==> src/rtl/i2c_cmos_sequencer.sv <==
// I2C slave sequencer for the CMOS/RTC register file (PCF8583 map at DEV_ADDR).
// Filters the pins, decodes START/STOP, and turns bus bytes into pointer loads, write strobes and read shifts.

module i2c_pin_filter #(
    parameter int DEB_LEN = 4
) (
    input  logic clk,
    input  logic rst,
    input  logic pin,
    output logic level
);
    localparam int CW = $clog2(DEB_LEN + 1);

    logic [1:0]    sync;
    logic [CW-1:0] cnt;

    // The filtered level only follows the synchronised pin once it has
    // disagreed for DEB_LEN consecutive clocks.
    always_ff @(posedge clk) begin
        if (rst) begin
            sync  <= 2'b11;
            cnt   <= '0;
            level <= 1'b1;
        end else begin
            sync <= {sync[0], pin};
            if (sync[1] == level) begin
                cnt <= '0;
            end else if (cnt == CW'(DEB_LEN - 1)) begin
                level <= sync[1];
                cnt   <= '0;
            end else begin
                cnt <= cnt + 1'b1;
            end
        end
    end
endmodule

module i2c_cmos_sequencer #(
    parameter logic [6:0] DEV_ADDR = 7'h50,
    parameter int         DEB_LEN  = 4
) (
    input  logic       clk,
    input  logic       rst,
    input  logic       scl_in,
    input  logic       sda_in,
    output logic       sda_oe,
    output logic [7:0] reg_addr,
    output logic [7:0] reg_wdata,
    output logic       reg_we,
    input  logic [7:0] reg_rdata,
    output logic       busy
);
    typedef enum logic [3:0] {
        IDLE, DEVADDR, ACK_DEV, WR_PTR, ACK_PTR, WR_DATA, ACK_DATA, RD_DATA, RD_ACK
    } state_t;

    state_t     state, state_n;
    logic [1:0] pins, filt, filt_q;
    logic       scl, sda, scl_rise, scl_fall, start, stop;
    logic [3:0] bit_cnt, cnt_n;
    logic [7:0] shreg, sh_n, ptr, ptr_n, wdata_n, rx_byte;
    logic       rw, rw_n, oe_n, we_n, busy_n, rd_load, byte_bit, byte_done;

    assign pins = {sda_in, scl_in};

    for (genvar i = 0; i < 2; i++) begin : g_pin
        i2c_pin_filter #(.DEB_LEN(DEB_LEN)) u_filt (
            .clk   (clk),
            .rst   (rst),
            .pin   (pins[i]),
            .level (filt[i])
        );
    end

    assign scl      = filt[0];
    assign sda      = filt[1];
    assign scl_rise = filt[0] & ~filt_q[0];
    assign scl_fall = ~filt[0] & filt_q[0];
    assign start    = ~filt[1] & filt_q[1] & scl;
    assign stop     = filt[1] & ~filt_q[1] & scl;

    assign rx_byte   = {shreg[6:0], sda};
    assign byte_bit  = scl_rise && (bit_cnt != 4'd8);
    assign byte_done = scl_fall && (bit_cnt == 4'd8);
    assign reg_addr  = ptr;

    always_ff @(posedge clk) begin
        if (rst) begin
            filt_q    <= 2'b11;
            state     <= IDLE;
            bit_cnt   <= '0;
            shreg     <= '0;
            ptr       <= '0;
            rw        <= 1'b0;
            sda_oe    <= 1'b0;
            reg_wdata <= '0;
            reg_we    <= 1'b0;
            busy      <= 1'b0;
        end else begin
            filt_q    <= filt;
            state     <= state_n;
            bit_cnt   <= cnt_n;
            shreg     <= sh_n;
            ptr       <= ptr_n;
            rw        <= rw_n;
            sda_oe    <= oe_n;
            reg_wdata <= wdata_n;
            reg_we    <= we_n;
            busy      <= busy_n;
        end
    end

    always_comb begin
        state_n = state;
        cnt_n   = bit_cnt;
        sh_n    = shreg;
        // The pointer steps in the clock after a write strobe.
        ptr_n   = reg_we ? ptr + 8'd1 : ptr;
        rw_n    = rw;
        oe_n    = sda_oe;
        wdata_n = reg_wdata;
        we_n    = 1'b0;
        busy_n  = busy;
        rd_load = 1'b0;

        if (stop) begin
            state_n = IDLE;
            oe_n    = 1'b0;
            busy_n  = 1'b0;
            cnt_n   = '0;
        end else if (start) begin
            state_n = DEVADDR;
            oe_n    = 1'b0;
            cnt_n   = '0;
        end else begin
            case (state)
                DEVADDR: begin
                    if (byte_bit) begin
                        sh_n  = rx_byte;
                        cnt_n = bit_cnt + 4'd1;
                    end else if (byte_done) begin
                        cnt_n = '0;
                        if (shreg[7:1] == DEV_ADDR) begin
                            state_n = ACK_DEV;
                            oe_n    = 1'b1;
                            busy_n  = 1'b1;
                            rw_n    = shreg[0];
                        end else begin
                            state_n = IDLE;
                            busy_n  = 1'b0;
                        end
                    end
                end
                WR_PTR: begin
                    if (byte_bit) begin
                        sh_n  = rx_byte;
                        cnt_n = bit_cnt + 4'd1;
                        if (bit_cnt == 4'd7) ptr_n = rx_byte;
                    end else if (byte_done) begin
                        cnt_n   = '0;
                        state_n = ACK_PTR;
                        oe_n    = 1'b1;
                    end
                end
                WR_DATA: begin
                    if (byte_bit) begin
                        sh_n  = rx_byte;
                        cnt_n = bit_cnt + 4'd1;
                    end else if (byte_done) begin
                        cnt_n   = '0;
                        state_n = ACK_DATA;
                        oe_n    = 1'b1;
                        wdata_n = shreg;
                        we_n    = 1'b1;
                    end
                end
                ACK_DEV: begin
                    if (scl_fall) begin
                        if (rw) begin
                            rd_load = 1'b1;
                        end else begin
                            state_n = WR_PTR;
                            oe_n    = 1'b0;
                            cnt_n   = '0;
                        end
                    end
                end
                ACK_PTR, ACK_DATA: begin
                    if (scl_fall) begin
                        state_n = WR_DATA;
                        oe_n    = 1'b0;
                        cnt_n   = '0;
                    end
                end
                RD_DATA: begin
                    // bit_cnt counts bits already put on the bus for this byte.
                    if (scl_fall) begin
                        if (bit_cnt == 4'd0) begin
                            rd_load = 1'b1;
                        end else if (bit_cnt == 4'd8) begin
                            state_n = RD_ACK;
                            oe_n    = 1'b0;
                            cnt_n   = '0;
                        end else begin
                            oe_n  = ~shreg[6];
                            sh_n  = {shreg[6:0], 1'b0};
                            cnt_n = bit_cnt + 4'd1;
                        end
                    end
                end
                RD_ACK: begin
                    if (scl_rise) begin
                        ptr_n = ptr + 8'd1;
                        cnt_n = '0;
                        if (sda) begin
                            state_n = IDLE;
                            oe_n    = 1'b0;
                            busy_n  = 1'b0;
                        end else begin
                            state_n = RD_DATA;
                        end
                    end
                end
                default: ;
            endcase

            if (rd_load) begin
                state_n = RD_DATA;
                sh_n    = reg_rdata;
                oe_n    = ~reg_rdata[7];
                cnt_n   = 4'd1;
            end
        end
    end
endmodule

==> config.mk <==
export PLATFORM = sky130hd
export DESIGN_NAME = i2c_cmos_sequencer
export DESIGN_NICKNAME = d
export VERILOG_FILES = /design/src/rtl/i2c_cmos_sequencer.sv
export SDC_FILE = /design/constraint.sdc
export NUM_CORES = 1
export LEC_CHECK = 0
export ABC_AREA = 1
export CAP_MARGIN = 20
export CORE_MARGIN = 1
export CORE_UTILIZATION = 57
export CTS_CLUSTER_SIZE = 25
export DETAILED_ROUTE_END_ITERATION = 6
export GPL_TIMING_DRIVEN = 0
export HOLD_SLACK_MARGIN = 0.15
export PLACE_DENSITY_LB_ADDON = 0.05
export SYNTH_ARGS = -nofsm -noshare
export SYNTH_HDL_FRONTEND = slang
export SYNTH_SLANG_ARGS = --single-unit
==> constraint.sdc <==
create_clock -name clk -period 2.3 [get_ports clk]
set_clock_uncertainty 0.1 [all_clocks]
set_input_delay 0.46 -clock clk [delete_from_list [all_inputs] [get_ports clk]]
set_output_delay 0.46 -clock clk [all_outputs]
set_load 0.03 [all_outputs]
==> impl_metrics.json, run 1 <==
{
  "run_status": "complete, no violations",
  "synth.distinct_cells": 31,
  "crit_path_end_kind": "flip-flop",
  "core.rowCount": 26,
  "syn_area_per_cell_um2": 6.369,
  "clk_pin_slew_ns": 0.10,
  "power_frac_seq": 0.318,
  "setup_tns_ns": 0,
  "num_io_pins": 31,
  "dp_slack_ns": 0.2154,
  "finalWirelength_mm": 7.884,
  "cts.htree.levels": 2,
  "comb_power_share": 0.516,
  "hp-class": "flip-flop to flip-flop",
  "power_density_nw_per_um2": 977.9,
  "firstDrtPassIters": 6,
  "drive_above_1_share": 0.1033,
  "cts_buffers": 5,
  "drc_errors": 0,
  "nets": 531,
  "p_leak_nw": 1.683,
  "critPathRequiredTime_ns": 2.41,
  "cts_tree": "done",
  "drt_iter0_drc": 180,
  "clockPowerShare": 0.166,
  "period_share": 0.9163,
  "slew_viol_final": 0,
  "dr_total_vias": 3099,
  "grt_pass1_wl_mm": 12.41,
  "swShare": 0.4758,
  "gr-usage-all-layers": 0.2960,
  "slowest_stage": "dfxtp_1",
  "hold_slack_ns": 0.3205,
  "yosysSeqAreaShare": 0.3309,
  "layout_min_cycle_time_ns": 2.108,
  "cts_setup_buffers": 0,
  "hold_violations": 0,
  "fillerInstances": 504,
  "max_stage_delay_ns": 0.39,
  "tightest_slew_ns": 0.5672,
  "cts_hold_buf": 0,
  "path_cells": "inv_1, ha_1, nand2_1, nor2_4, nor2_2, inv_1, nand2_1, o21ai_1, nand2_2, nand3b_4, buf_6, nor2_1, nor2_1",
  "fp.dieW_um": 74.86,
  "fp.coreArea_um2": 5107,
  "synth_area_um2": 3025,
  "max_slew_margin": 0.6219,
  "cts_root_buf": "clkbuf_8",
  "clkLatencyLatePin_ns": 0.31,
  "drtAntennaViolNets": 0,
  "cts_max_path_buffers": 2,
  "gp_congestion": 0.9306,
  "syn_nets": 494,
  "yosysWarnings": 0,
  "max_freq_mhz": 474.5,
  "cp_max_fo": 10,
  "cap_violations": 0,
  "switchingPower_mw": 1.634,
  "overflow": 0,
  "die_area_um2": 5603,
  "finalSetupViolations": 0,
  "first_global_vias": 2791,
  "critical_path_class": "flip-flop to flip-flop",
  "io_buffers": 30,
  "antenna_found_initial": 0,
  "viasPerCell": 5.316,
  "startpoint_type": "flip-flop",
  "cp.arrival_ns": 2.22,
  "rsz0062_at_grt": "no",
  "dp_hpwl_mm": 6.088,
  "cts_resized": 0,
  "grt_max_degree": 19,
  "reg2reg_slack_ns": 0.19,
  "internal_power_mw": 1.800,
  "clock-sinks": 50,
  "antenna_cells": 0,
  "start_util": 0.5924,
  "ys_ff_latch": 50,
  "syn_inst": 475,
  "setup_ws_ns": 0.1925,
  "vdd_drop_max_uv": 617.9,
  "wire_per_inst_um": 13.52,
  "die_h_um": 74.86,
  "area_growth_pct": 16.05
}
[power by group through the flow]
stage / sequential, mW / combinational, mW / clock [mW]
final: 1.09 / 1.77 / 0.569
after global routing: 1.10 / 2.01 / 0.606
after CTS: 1.09 / 1.76 / 0.574
after detailed placement: 1.11 / 1.74 / 0
after global placement: 1.10 / 1.71 / 0
after floorplan: 1.10 / 1.36 / 0
[final cells by class]
type                            count  area, µm²  area share
Buffer                              9      48.80     0.01390
Clock buffer                        5      68.82     0.01960
Clock inverter                      3      28.78    0.008197
Inverter                           60      225.2     0.06415
Multi-Input combinational cell    356       1750      0.4986
Sequential cell                    50       1001      0.2851
Tap cell                           70      87.58     0.02495
Timing Repair Buffer               30      300.3     0.08553
[kinds of logic after synthesis]
family	count (synthesis)	synth area share
fa+ha+maj	7	0.02895
flops	50	0.3309
simple gates	271	0.4049
compound gates	69	0.1187
xor+xnor	9	0.02606
buf+inv	69	0.09057
[layer usage]
layer,global-route usage,part of all wire,vias up,wire length [µm]
met5,0,0,-,0
met4,0.1090,0.019,0,147
met3,0.06827,0.058,19,457
met2,0.5195,0.48,106,3783
met1,0.3524,0.44,1393,3495
li1,-,-,1581,-
[placed cells by master, fill, tap and decap left out, types with 7 or more instances in the layout]
master,Yosys,final
inv_2,9,9
inv_1,50,50
dfxtp_1,50,50
o21ai_1,11,11
o21ai_0,22,22
clkdlybuf4s50_1,0,30
nand3_1,33,33
ha_1,7,7
nand2_2,10,10
nand2_1,135,135
nor2_1,62,62
a21oi_1,28,28
[synthesized netlist by cell type]
cell type / instances / area share
xnor2_1: 3 / 0.0087
clkinv_1: 1 / 0.0012
xor2_1: 6 / 0.017
o211ai_1: 3 / 0.0074
nor2_1: 62 / 0.077
nor2_2: 6 / 0.012
dfxtp_1: 50 / 0.33
nor3_1: 1 / 0.0017
nand3b_4: 1 / 0.0066
and2_1: 1 / 0.0021
nor4_1: 1 / 0.0021
nand3_4: 1 / 0.0058
buf_6: 1 / 0.0037
nand4_1: 6 / 0.012
buf_2: 3 / 0.0050
ha_1: 7 / 0.029
clkbuf_1: 4 / 0.0050
nand2_4: 2 / 0.0074
inv_2: 9 / 0.011
nand2_1: 135 / 0.17
buf_4: 1 / 0.0025
o21ai_0: 22 / 0.036
nand2_2: 10 / 0.021
a21oi_1: 28 / 0.046
inv_1: 50 / 0.062
and3_1: 1 / 0.0021
o21ai_1: 11 / 0.018
nand3_1: 33 / 0.055
or2_2: 5 / 0.010
nor2_4: 6 / 0.022
o22ai_1: 5 / 0.010
[worst max-delay path: cells and delay by family, from the launching register on]
family                     cells  cell delay (ns)
buffers and inverters          3             0.34
DFF                            1             0.39
AOI/OAI and AO/OA              1             0.08
adders and majority gates      1             0.24
and+or+nand+nor                8             0.85
[metrics by stage]
stage	power [mW]	util	instance area, µm²	cells
2_1_floorplan	2.460	-	3025	475
3_3_place_gp	2.814	0.6683	3413	575
3_5_place_dp	2.853	0.6683	3413	575
4_1_cts	3.419	0.6874	3511	583
5_1_grt	3.722	0.6874	3511	583
6_report	3.433	0.6874	3511	583
[sequential cells by signal, indices dropped and copies added, names as in the netlist, 2 cells and up]
signal              cells
reg_addr                8
reg_wdata               8
state                   4
bit_cnt                 4
filt_q                  2
shreg                   8
g_pin.u_filt.cnt        6
g_pin.u_filt.sync       4
g_pin.u_filt.level      2
[final timing paths]
| check | depth (start not counted) | from | to |
|---|---|---|---|
| max | 13 | bit_cnt[0] | shreg[7] |
| min | 1 | g_pin[1].u_filt.sync[0] | g_pin[1].u_filt.sync[1] |
| max reg2reg | 13 | bit_cnt[0] | shreg[7] |
| min reg2reg | 1 | g_pin[1].u_filt.sync[0] | g_pin[1].u_filt.sync[1] |
Note: power is estimated with default switching activity, not from simulation.
==> inputs of run 2 (changes only) <==
==> constraint.sdc (replaced) <==
create_clock -name clk -period 2 [get_ports clk]
set_clock_uncertainty 0.1 [all_clocks]
set_input_delay 0.4 -clock clk [delete_from_list [all_inputs] [get_ports clk]]
set_output_delay 0.4 -clock clk [all_outputs]
set_load 0.03 [all_outputs]
==> run 2 against run 1 <==
  * The run now ends with DRC left
  * Clock power up 15%
  * Sequential power up 17%
  * Core utilization up 2.3 points
  * Die area unchanged
  * Via count up 1.7%
  * Largest cell class unchanged
==> impl_metrics.json, run 2 (synthesis gave the netlist of run 1 again) <==
{
  "drive_above_1_share": 0.1344,
  "power_density_nw_per_um2": 1105,
  "num_io_pins": 31,
  "dp_hpwl_mm": 6.088,
  "finalWirelength_mm": 7.967,
  "dr_total_vias": 3152,
  "hold_slack_ns": 0.3210,
  "violations": "DRC",
  "hp-class": "flip-flop to flip-flop",
  "path_cells": "clkdlybuf4s50_1",
  "p_leak_nw": 1.792,
  "drt_iter0_drc": 215,
  "fillerInstances": 493,
  "rsz0062_at_grt": "no",
  "tightest_slew_ns": 0.4764,
  "crit_family": "buffers and inverters",
  "clkLatencyLatePin_ns": 0.31,
  "clk_pin_slew_ns": 0.11,
  "grt_pass1_wl_mm": 12.52,
  "period_share": 0.9634,
  "firstDrtPassIters": 7,
  "setup_tns_ns": 0,
  "cp_max_fo": 4,
  "finalSetupViolations": 0,
  "max_slew_margin": 0.6824,
  "start_util": 0.5924,
  "cts_root_buf": "clkbuf_8",
  "cap_violations": 0,
  "cts.htree.levels": 2,
  "setup_ws_ns": 0.07328,
  "overflow": 0,
  "cts_tree": "done",
  "drc_errors": 1,
  "cts_max_path_buffers": 2,
  "fp.coreArea_um2": 5107,
  "clock-sinks": 50,
  "first_global_vias": 2811,
  "cp.arrival_ns": 1.43,
  "dp_slack_ns": -0.08460,
  "total_power_mw": 4.007,
  "fp.dieW_um": 74.86,
  "slew_viol_final": 0,
  "drtAntennaViolNets": 0,
  "path_buf_inv": 1,
  "startpoint_type": "flip-flop",
  "io_buffers": 30,
  "die_h_um": 74.86,
  "grt_max_degree": 19,
  "core.rowCount": 26,
  "final_common_cell": "nand2_1",
  "viasPerCell": 5.333,
  "max_freq_mhz": 519.0,
  "gr-usage-all-layers": 0.2989,
  "vdd_drop_max_uv": 744.6,
  "antenna_cells": 0,
  "critical_path_class": "flip-flop to output pin",
  "crit_path_end_kind": "output pin",
  "nets": 539,
  "die_area_um2": 5603,
  "wire_per_inst_um": 13.48,
  "critPathRequiredTime_ns": 1.50,
  "layout_min_cycle_time_ns": 1.927,
  "gp_congestion": 0.9306,
  "mostFrequentLayoutCells": "nand2_1 (133), nor2_1 (62), inv_1 (48), dfxtp_1 (48), nand3_1 (33)",
  "antenna_found_initial": 0,
  "slowest_stage": "clkdlybuf4s50_1",
  "cts_buffers": 5,
  "final_core_util": 0.7102,
  "hold_violations": 0,
  "run_status": "complete, but fails checks",
  "max_stage_delay_ns": 0.70,
  "cts_hold_buf": 0,
  "area_growth_pct": 19.89
}
[run 2: changes by cell type in the layout (fill, tap and decap cells not counted), sizes merged]
cell / before / now
clkdlybuf4s50: 30 / 27
buf: 5 / 13
dlymetal6s2s: 0 / 3
[run 2: what timing repair did]
action | 4_1_cts | 5_1_grt
endpoints found under the setup margin | 13 | 19
pin swaps | 2 | 4
setup buffers | 2 | 7
resized for setup | 6 | 12
[run 2: where the power goes]
part	switching, mW	internal (mW)
combinational	1.36	0.723
sequential	0.130	1.14
clock	0.392	0.260
[run 2: path summary, 6_finish.rpt]
check        depth (start not counted)                       to                    start  slack (ns)
min                                  1  g_pin[1].u_filt.sync[1]  g_pin[1].u_filt.sync[0]        0.32
max                                  1              reg_addr[4]              reg_addr[4]        0.07
min reg2reg                          1  g_pin[1].u_filt.sync[1]  g_pin[1].u_filt.sync[0]        0.32
max reg2reg                         11               bit_cnt[1]               bit_cnt[0]        0.09
[run 2: per-stage QoR]
step | instance area [µm²] | std cells
2_1_floorplan | 3025 | 475
3_3_place_gp | 3413 | 575
3_5_place_dp | 3413 | 575
4_1_cts | 3557 | 585
5_1_grt | 3627 | 591
6_report | 3627 | 591
[run 2: routing by layer]
metal	GRT usage	vias up	wire length, µm	part of all wire
met2	0.5255	126	3884	0.49
met1	0.3557	1414	3387	0.43
li1	-	1598	-	-
met4	0.1090	0	114	0.014
met3	0.06827	14	581	0.073
met5	0	-	0	0
[run 2: final cells by class]
type	instances	area [µm²]	share of cell area
Clock inverter	3	28.78	0.007934
Multi-Input combinational cell	356	1782	0.4912
Timing Repair Buffer	39	387.9	0.1069
Buffer	8	41.29	0.01138
Tap cell	70	87.58	0.02415
Sequential cell	50	1006	0.2773
Inverter	60	225.2	0.06209
Clock buffer	5	68.82	0.01897
